===== config.mk =====
export PLATFORM = sky130hd
export DESIGN_NAME = port_bcd_converter
export DESIGN_NICKNAME = d
export VERILOG_FILES = /design/src/rtl/port_bcd_pkg.sv /design/src/rtl/bcd_digit_adj.sv /design/src/rtl/port_bcd_converter.sv
export SDC_FILE = /design/constraint.sdc
export NUM_CORES = 1
export LEC_CHECK = 0
export CAP_MARGIN = 20
export CORE_MARGIN = 2
export CORE_UTILIZATION = 35
export CTS_CLUSTER_SIZE = 12
export DETAILED_ROUTE_END_ITERATION = 6
export PLACE_DENSITY = 0.61
export SETUP_SLACK_MARGIN = 0.15
export SYNTH_ARGS = -nofsm -noshare
export SYNTH_HDL_FRONTEND = slang
export SYNTH_SLANG_ARGS = --single-unit

===== constraint.sdc =====
create_clock -name clock -period 1.6 [get_ports clock]
set_input_delay 0.16 -clock clock [delete_from_list [all_inputs] [get_ports clock]]
set_output_delay 0.16 -clock clock [all_outputs]
set_load 0.05 [all_outputs]

===== src/rtl/port_bcd_pkg.sv =====
// Shared definitions for the sequential binary-to-BCD converter.
// Holds the FSM state encoding, the blank-digit code and a power-of-ten
// constant function used to size the overflow threshold.
package port_bcd_pkg;

    typedef enum logic [1:0] {
        ST_IDLE  = 2'd0,
        ST_SHIFT = 2'd1,
        ST_DONE  = 2'd2
    } state_t;

    // sevenseg renders this code as an unlit digit
    localparam logic [3:0] BLANK_CODE = 4'hF;

    function automatic longint unsigned pow10(input int n);
        longint unsigned r;
        r = 64'd1;
        for (int i = 0; i < n; i++) begin
            r = r * 64'd10;
        end
        return r;
    endfunction

endpackage


===== src/rtl/bcd_digit_adj.sv =====
// Double-dabble digit correction: adds 3 to a BCD digit that is 5 or more.
// Latency: combinational, zero cycles.
// Backpressure: none, pure function of its input.
// Ports: din  - current accumulator digit
//        dout - digit corrected ahead of the left shift
module bcd_digit_adj
    import port_bcd_pkg::*;
(
    input  logic [3:0] din,
    output logic [3:0] dout
);

    // Only values 0..9 reach this block, so the 4-bit sum never wraps.
    assign dout = (din >= 4'd5) ? (din + 4'd3) : din;

endmodule


===== src/rtl/port_bcd_converter.sv =====
// Sequential binary-to-BCD converter (shift-and-add-3, one input bit per cycle).
// Latency: WIDTH+1 edges from accepted start to done; one conversion per WIDTH+2 cycles.
// Backpressure: start is only honoured in IDLE; starts seen while busy are dropped, not queued.
// Ports: clock/reset  - clock, synchronous active-high reset
//        start/din    - conversion request and the binary value to capture
//        busy/done    - conversion in flight / one-cycle result strobe
//        bcd/overflow - held result (units digit in [3:0]) and value >= 10^DIGITS flag
module port_bcd_converter
    import port_bcd_pkg::*;
#(
    parameter int WIDTH    = 32,
    parameter int DIGITS   = 2,
    parameter int BLANK_LZ = 0
) (
    input  logic                clock,
    input  logic                reset,
    input  logic                start,
    input  logic [WIDTH-1:0]    din,
    output logic                busy,
    output logic                done,
    output logic [4*DIGITS-1:0] bcd,
    output logic                overflow
);

    localparam int CW = $clog2(WIDTH + 1);
    localparam int AW = 4 * DIGITS;

    // Largest value representable in DIGITS decimal digits. If it does not fit
    // in WIDTH bits then no input can exceed it and overflow is constant 0.
    localparam longint unsigned MAX_VAL = pow10(DIGITS) - 64'd1;
    localparam bit              CAN_OVF = (WIDTH >= 64) || (MAX_VAL < (64'd1 << WIDTH));
    localparam logic [WIDTH-1:0] MAX_DIN = WIDTH'(MAX_VAL);

    state_t            state;
    logic [WIDTH-1:0]  sreg;
    logic [AW-1:0]     acc;
    logic [AW-1:0]     acc_adj;
    logic [AW-1:0]     acc_out;
    logic [CW-1:0]     cnt;
    logic              ovf_next;
    logic              lead;

    // Per-digit add-3 correction applied before every shift.
    for (genvar g = 0; g < DIGITS; g++) begin : g_adj
        bcd_digit_adj u_adj (
            .din  (acc[4*g +: 4]),
            .dout (acc_adj[4*g +: 4])
        );
    end

    // Leading-zero blanking: walk down from the top digit and blank zeros
    // until the first nonzero digit. The units digit is never considered.
    always_comb begin
        acc_out = acc;
        lead    = 1'b1;
        if (BLANK_LZ != 0) begin
            for (int d = DIGITS - 1; d >= 1; d--) begin
                if (lead && (acc[4*d +: 4] == 4'd0)) begin
                    acc_out[4*d +: 4] = BLANK_CODE;
                end else begin
                    lead = 1'b0;
                end
            end
        end
    end

    always_ff @(posedge clock) begin
        if (reset) begin
            state    <= ST_IDLE;
            busy     <= 1'b0;
            done     <= 1'b0;
            bcd      <= '0;
            overflow <= 1'b0;
            acc      <= '0;
            cnt      <= '0;
            sreg     <= '0;
            ovf_next <= 1'b0;
        end else begin
            done <= 1'b0;
            case (state)
                ST_IDLE: begin
                    if (start) begin
                        sreg     <= din;
                        acc      <= '0;
                        cnt      <= CW'(WIDTH);
                        ovf_next <= CAN_OVF && (din > MAX_DIN);
                        busy     <= 1'b1;
                        state    <= ST_SHIFT;
                    end
                end
                ST_SHIFT: begin
                    // Truncating cast drops the carry out of the top digit,
                    // which is what makes the result din mod 10^DIGITS.
                    acc  <= AW'({acc_adj, sreg[WIDTH-1]});
                    sreg <= sreg << 1;
                    cnt  <= cnt - CW'(1);
                    if (cnt == CW'(1)) begin
                        state <= ST_DONE;
                    end
                end
                ST_DONE: begin
                    bcd      <= acc_out;
                    overflow <= ovf_next;
                    done     <= 1'b1;
                    busy     <= 1'b0;
                    state    <= ST_IDLE;
                end
                default: begin
                    state <= ST_IDLE;
                end
            endcase
        end
    end

endmodule


==> impl_metrics.tcl, run 1 <==
set metrics [dict create \
    status "completed" \
    crit_path_max_incr_delay_ps 360 \
    r2r_end "acc[2]$_SDFFE_PP0P_" \
    fmax_mhz 729 \
    period_share 0.858 \
    setup_tns_ps 0 \
    p_leak_nw 1.40 \
    r2r_start "acc[1]$_SDFFE_PP0P_" \
    yosysWarnings 0 \
    ys_top_cells_by_area "dfxtp_1 (42%), nand2_1 (10%), a311oi_2 (7.9%)" \
    vias 2444 \
    clock_sinks 60 \
    ys.flop_type "dfxtp_1" \
    cts_tree "built" \
    power_density_nw_per_um2 1110 \
    path_cells "inv_1 > ha_1 > nand2b_1 > a21oi_2 > mux2i_1 > a22o_1" \
    path_delay_family "flip-flops" \
    ant_nets 0 \
    maxCapViolations 0 \
    design_area_um2 3650 \
    finalHoldViolations 0 \
    drc 0 \
    arrival_ps 1660 \
    slew-limit-headroom 0.700 \
    period_needed_ps 1370 \
    synth_edf_count 0 \
    wirelength_um 6500 \
    io_buffers 45 \
    antenna_found_initial 0 \
    hold_path_end "acc[3]$_SDFFE_PP0P_" \
    tightestPinTransition_ps 445 \
    initialDrtViolationCount 81 \
    finalPower_mw 4.06 \
    ctsHtreeMaxLevel 3 \
    final_cell_mix "nand2_1 (78), dfxtp_1 (55), nor2_1 (50)" \
    synth_fa_ha_area_frac 0.0263 \
    netlist_instances 328 \
    clk_pin_slew_ps 70 \
    syn_nets 369 \
    synth_area_leader_cell "dfxtp_1" \
    grt.total_usage 0.159 \
    cp-start-kind "register" \
    holdBufCountCts 0 \
    drive_above_1_share 0.203 \
    hp-start "reset" \
    cts_buffers 9 \
    critPathKind "register to register" \
    core_area_um2 7810 \
    slowest_stage "dfxtp_2" \
    setup_viol 0 \
    holdPathStages 2 \
    grt_max_degree 35 \
    grt_pass1_wl_um 11000 \
    placed_cell_area_um2 3390 \
    async_reset_ff_frac 0 \
    yosysSeqAreaShare 0.421 \
    post_drt_wl_per_cell_um 13.3 \
    fp.dieArea_um2 8880 \
    ys_types 42 \
    clock-skew-final_ps 8.64 \
    io_pins 46 \
    slew_violations 0 \
    rows 32 \
    path_buf_inv 1 \
    die_h_um 94.2 \
    clockBufferDepth 2 \
    crit_fanout 4 \
    rsz0062_at_grt "yes" \
    synth-compound-area-share 0.218 \
    synth-simple-area-share 0.233 \
    fillers 764 \
    holdCritPathClass "input port to register" \
    nNetsFinal 421 \
    root_buffer "clkbuf_8" \
    synth_top_family_by_area "simple AND/OR/NAND/NOR gates" \
    netlist_area_um2 2850 \
    synth.mux.area_fraction 0.0110 \
    syn_avg_cell_area_um2 8.69 \
    mostFrequentLayoutCell "nand2_1" \
    viasPerCell 5.02 \
    r2r_setup_slack_ps 230 \
    synthXorXnorAreaFrac 0.0123 \
    cp-end-kind "register" \
    antenna_cells 0 \
    synth_top_area_frac 0.421 \
    area_growth_pct 28.0 \
    fp.dieW_um 94.2 \
    clk_latency_ps 350 \
    required_ps 1890 \
    grt_pass1_vias 2432 \
    r2r_cells 6 \
    ir_drop_mv 0.399 \
    dp_hpwl_um 4550 \
    synth-seq-cells 60 \
    gp_congestion 0.722 \
    gr-total-overflow 0 \
    drtPass1Iterations 4 \
    initial_core_util 0.365 \
]
## synthesized netlist by cell type, drive strengths merged (2+ instances only)
library cell	instances
nor2	50
a22oi	3
buf	19
a211oi	2
dfxtp	60
o21ai	2
mux2i	2
nor2b	2
xnor2	3
a21oi	20
nand2b	4
ha	6
nand2	78
or3	3
a22o	4
nor4	9
nor3	3
a311oi	29
nand3	3
inv	7
clkbuf	6
## worst max path at each step
| stage | cells past startpoint | startpoint | end |
|---|---|---|---|
| floorplan | 6 | acc[1]$_SDFFE_PP0P_ | acc[2]$_SDFFE_PP0P_ |
| global placement | 6 | din[30] | ovf_next$_SDFFE_PP0P_ |
| detailed placement | 6 | din[30] | ovf_next$_SDFFE_PP0P_ |
| CTS | 6 | acc[0]$_SDFFE_PP0P_ | acc[4]$_SDFFE_PP0P_ |
| global route | 6 | acc[5]$_SDFFE_PP0P_ | acc[6]$_SDFFE_PP0P_ |
| finish | 6 | acc[1]$_SDFFE_PP0P_ | acc[2]$_SDFFE_PP0P_ |
## final cells by class
| cell class | instances | area, µm² | share of cell area |
|---|---|---|---|
| Timing Repair Buffer | 66 | 626 | 0.172 |
| Clock inverter | 6 | 87.6 | 0.0240 |
| Clock buffer | 10 | 138 | 0.0377 |
| Multi-Input combinational cell | 236 | 1440 | 0.393 |
| Sequential cell | 60 | 1210 | 0.331 |
| Inverter | 7 | 26.3 | 0.00720 |
| Tap cell | 102 | 128 | 0.0350 |
## cell families after synthesis
group	Yosys count
AO/OA/AOI/OAI	69
XOR/XNOR	4
adder cells (fa/ha/maj)	6
buffers and inverters	32
flip-flops	60
multiplexers	3
AND/OR/NAND/NOR	154
## power breakdown
part	switching, mW	internal [mW]
Combinational	0.410	0.382
Sequential	0.0889	1.63
Clock	0.630	0.919
Total	1.13	2.93
## metal layers
metal	vias up	global-route usage	wire, µm	part of all wire
met3	8	0.0465	245	0.038
met4	0	0.0652	100	0.015
li1	1250	-	-	-
met5	-	0	0	0
met2	46	0.261	3090	0.47
met1	1140	0.193	3060	0.47
## what timing repair did
item	4_1_cts	5_1_grt
resized for setup	1	6
pin swaps	0	1
endpoints found under the setup margin	2	33
setup buffers	0	3
## worst reg2reg max path, cell delays in order (launching register included)
cell	delay, ps
dfxtp_2	360
inv_1	80
ha_1	170
nand2b_1	140
a21oi_2	200
mux2i_1	220
a22o_1	140
## per-stage QoR
| step | cells | hold WS [ps] | setup slack (ps) | utilization |
|---|---|---|---|---|
| after floorplan | 328 | 308 | 269 | - |
| after global placement | 468 | 446 | -32.2 | 0.434 |
| after detailed placement | 468 | 451 | -12.8 | 0.434 |
| after CTS | 484 | 227 | 159 | 0.463 |
| after global routing | 487 | 264 | 117 | 0.467 |
| final | 487 | 245 | 227 | 0.467 |
## state kept, by name, summed over array words and instances (netlist names)
register  count
ovf_next      1
bcd           8
state         2
busy          1
sreg         32
acc           8
cnt           6
done          1
overflow      1
Note: power is estimated with default switching activity, not from simulation.
==> run 2, diff against run 1 <==
CELL_PAD_IN_SITES_DETAIL_PLACEMENT = 1   (was not set)
CELL_PAD_IN_SITES_GLOBAL_PLACEMENT = 1   (was not set)
CORE_ASPECT_RATIO = 0.6   (was not set)
PLACE_DENSITY = 0.76   (was 0.61)
==> run 2 against run 1 <==
  * Critical path depth stayed put
  * Largest power group is now the clock network
  * Clock-buffer cell count is 3 higher
  * Non-clock buffer count is 6 higher
  * Wire length is 21% higher
  * Highest routed layer unchanged
  * Sequential share of layout area is 1.5 points lower
  * Clock skew is 4.9 ps lower
  * Global-route usage is 3.1 points higher
  * Maximum frequency is 0.37% higher
  * Total power is 9.7% higher
  * Via count is 4.7% higher
==> impl_metrics.tcl, run 2 (synthesized netlist as in run 1, its figures left out) <==
set metrics [dict create \
    internal_power_mw 3.27 \
    power_density_nw_per_um2 1170 \
    seqCellArea_um2 1210 \
    slew_violations 0 \
    fmax_mhz 731 \
    vias 2559 \
    slew-limit-headroom 0.659 \
    grt_max_degree 30 \
    largest_reg_flops 32 \
    gr-total-overflow 0 \
    r2r_start "acc[1]$_SDFFE_PP0P_" \
    slowest_stage "dfxtp_2" \
    grt.total_usage 0.190 \
    setup_viol 0 \
    ctsHtreeMaxLevel 3 \
    finalHoldViolations 0 \
    antenna_found_initial 0 \
    area_growth_pct 33.9 \
    wirelength_um 7890 \
    initialDrtViolationCount 86 \
    cts_buffers 9 \
    clock-skew-final_ps 3.77 \
    drc 0 \
    fp.dieArea_um2 8900 \
    layout.cells.non_filler 498 \
    nNetsFinal 427 \
    p_clk_frac 0.422 \
    gp_congestion 0.774 \
    setup_ws_ps 232 \
    fillers 944 \
    io_pins 46 \
    hp-start "reset" \
    clk_pin_slew_ps 50 \
    core_area_um2 7880 \
    required_ps 1870 \
    critPathKind "register to register" \
    fin_util 0.484 \
    finalPower_mw 4.45 \
    ant_nets 0 \
    dp.cells 482 \
    clock_sinks 60 \
    crit_fanout 4 \
    holdWs_ps 282 \
    initial_core_util 0.362 \
    period_share 0.855 \
    path_cells "inv_1 > ha_1 > nand2b_1 > a21oi_2 > mux2i_1 > a22o_1" \
    arrival_ps 1640 \
    period_needed_ps 1370 \
    reg_top3 "sreg (32), acc (8), bcd (8)" \
    startpoint "acc[1]$_SDFFE_PP0P_" \
    cts_tree "built" \
    switchingPower_mw 1.18 \
    drive_above_1_share 0.213 \
    grt_pass1_wl_um 13000 \
    holdCritPathClass "input port to register" \
    io_buffers 45 \
    p_leak_nw 1.47 \
    clk_latency_ps 330 \
    mostFrequentLayoutCell "nand2_1" \
    fp.dieW_um 121 \
    cp-end-kind "register" \
    drtPass1Iterations 4 \
    rsz0062_at_grt "yes" \
    status "completed" \
    die_h_um 73.9 \
    power_frac_seq 0.389 \
    final_cell_mix "nand2_1 (78), dfxtp_1 (55), nor2_1 (50)" \
    dp_hpwl_um 5430 \
    combPwrFrac 0.188 \
    multi_input_area_um2 1470 \
    rows 25 \
    clockBufferDepth 2 \
    maxCapViolations 0 \
    crit_path_max_incr_delay_ps 340 \
    viasPerCell 5.14 \
    switching_share 0.266 \
    top_register "sreg" \
    root_buffer "clkbuf_16" \
    tightestPinTransition_ps 512 \
    grt_pass1_vias 2570 \
    ir_drop_mv 0.755 \
    post_drt_wl_per_cell_um 15.8 \
    antenna_cells 0 \
    pre_cts_ws_ps -183 \
    cp-start-kind "register" \
]
==> run 2: through the flow <==
| stage | area [µm²] | TNS (ps) |
|---|---|---|
| 3_3_place_gp | 3480 | -202 |
| 3_5_place_dp | 3480 | -183 |
| 6_report | 3820 | 0 |
| 5_1_grt | 3820 | 0 |
| 2_1_floorplan | 2850 | 0 |
| 4_1_cts | 3780 | 0 |
==> run 2: worst max-delay path: cells and delay by family (launching register included) <==
family | cells | cell delay [ps]
flops | 1 | 340
compound gates | 2 | 350
buf+inv | 1 | 70
simple gates | 1 | 150
mux | 1 | 210
fa+ha+maj | 1 | 180
==> run 2: per-layer routing <==
layer / global-route usage / vias to the layer above / part of all wire
li1: - / 1269 / -
met1: 0.252 / 1241 / 0.51
met2: 0.298 / 41 / 0.44
met3: 0.0652 / 8 / 0.048
met4: 0.0504 / 0 / 0.0086
met5: 0 / - / 0
==> run 2: cell type report <==
type,count,area share
multi-input cells,236,0.384
clock inverters,2,0.00918
repair buffers,72,0.182
well taps,108,0.0354
clock buffers,13,0.0656
flip-flops and latches,60,0.316
inverters,7,0.00688
==> run 2: final timing paths <==
check / end / slack (ps) / depth (start not counted)
min reg2reg: bcd[6]$_SDFFE_PP0P_ / 460 / 2
max: acc[2]$_SDFFE_PP0P_ / 230 / 6
min: cnt[1]$_SDFFE_PP0P_ / 280 / 2
max reg2reg: acc[2]$_SDFFE_PP0P_ / 230 / 6
==> run 2: what timing repair did <==
| item | 4_1_cts | 5_1_grt |
|---|---|---|
| hold buffers | 0 | 0 |
| pin swaps | 0 | 4 |
| setup endpoints to repair | 5 | 8 |
| gates cloned | 0 | 0 |
| buffers inserted | 0 | 1 |
| gates resized for setup | 4 | 8 |
==> run 2: power groups by stage <==
stage	registers, mW	clock network (mW)	logic (mW)
CTS	1.73	1.92	0.836
detailed placement	1.76	0	0.826
global placement	1.75	0	0.803
finish	1.73	1.88	0.839
global route	1.75	1.99	0.924
floorplan	1.74	0	0.567
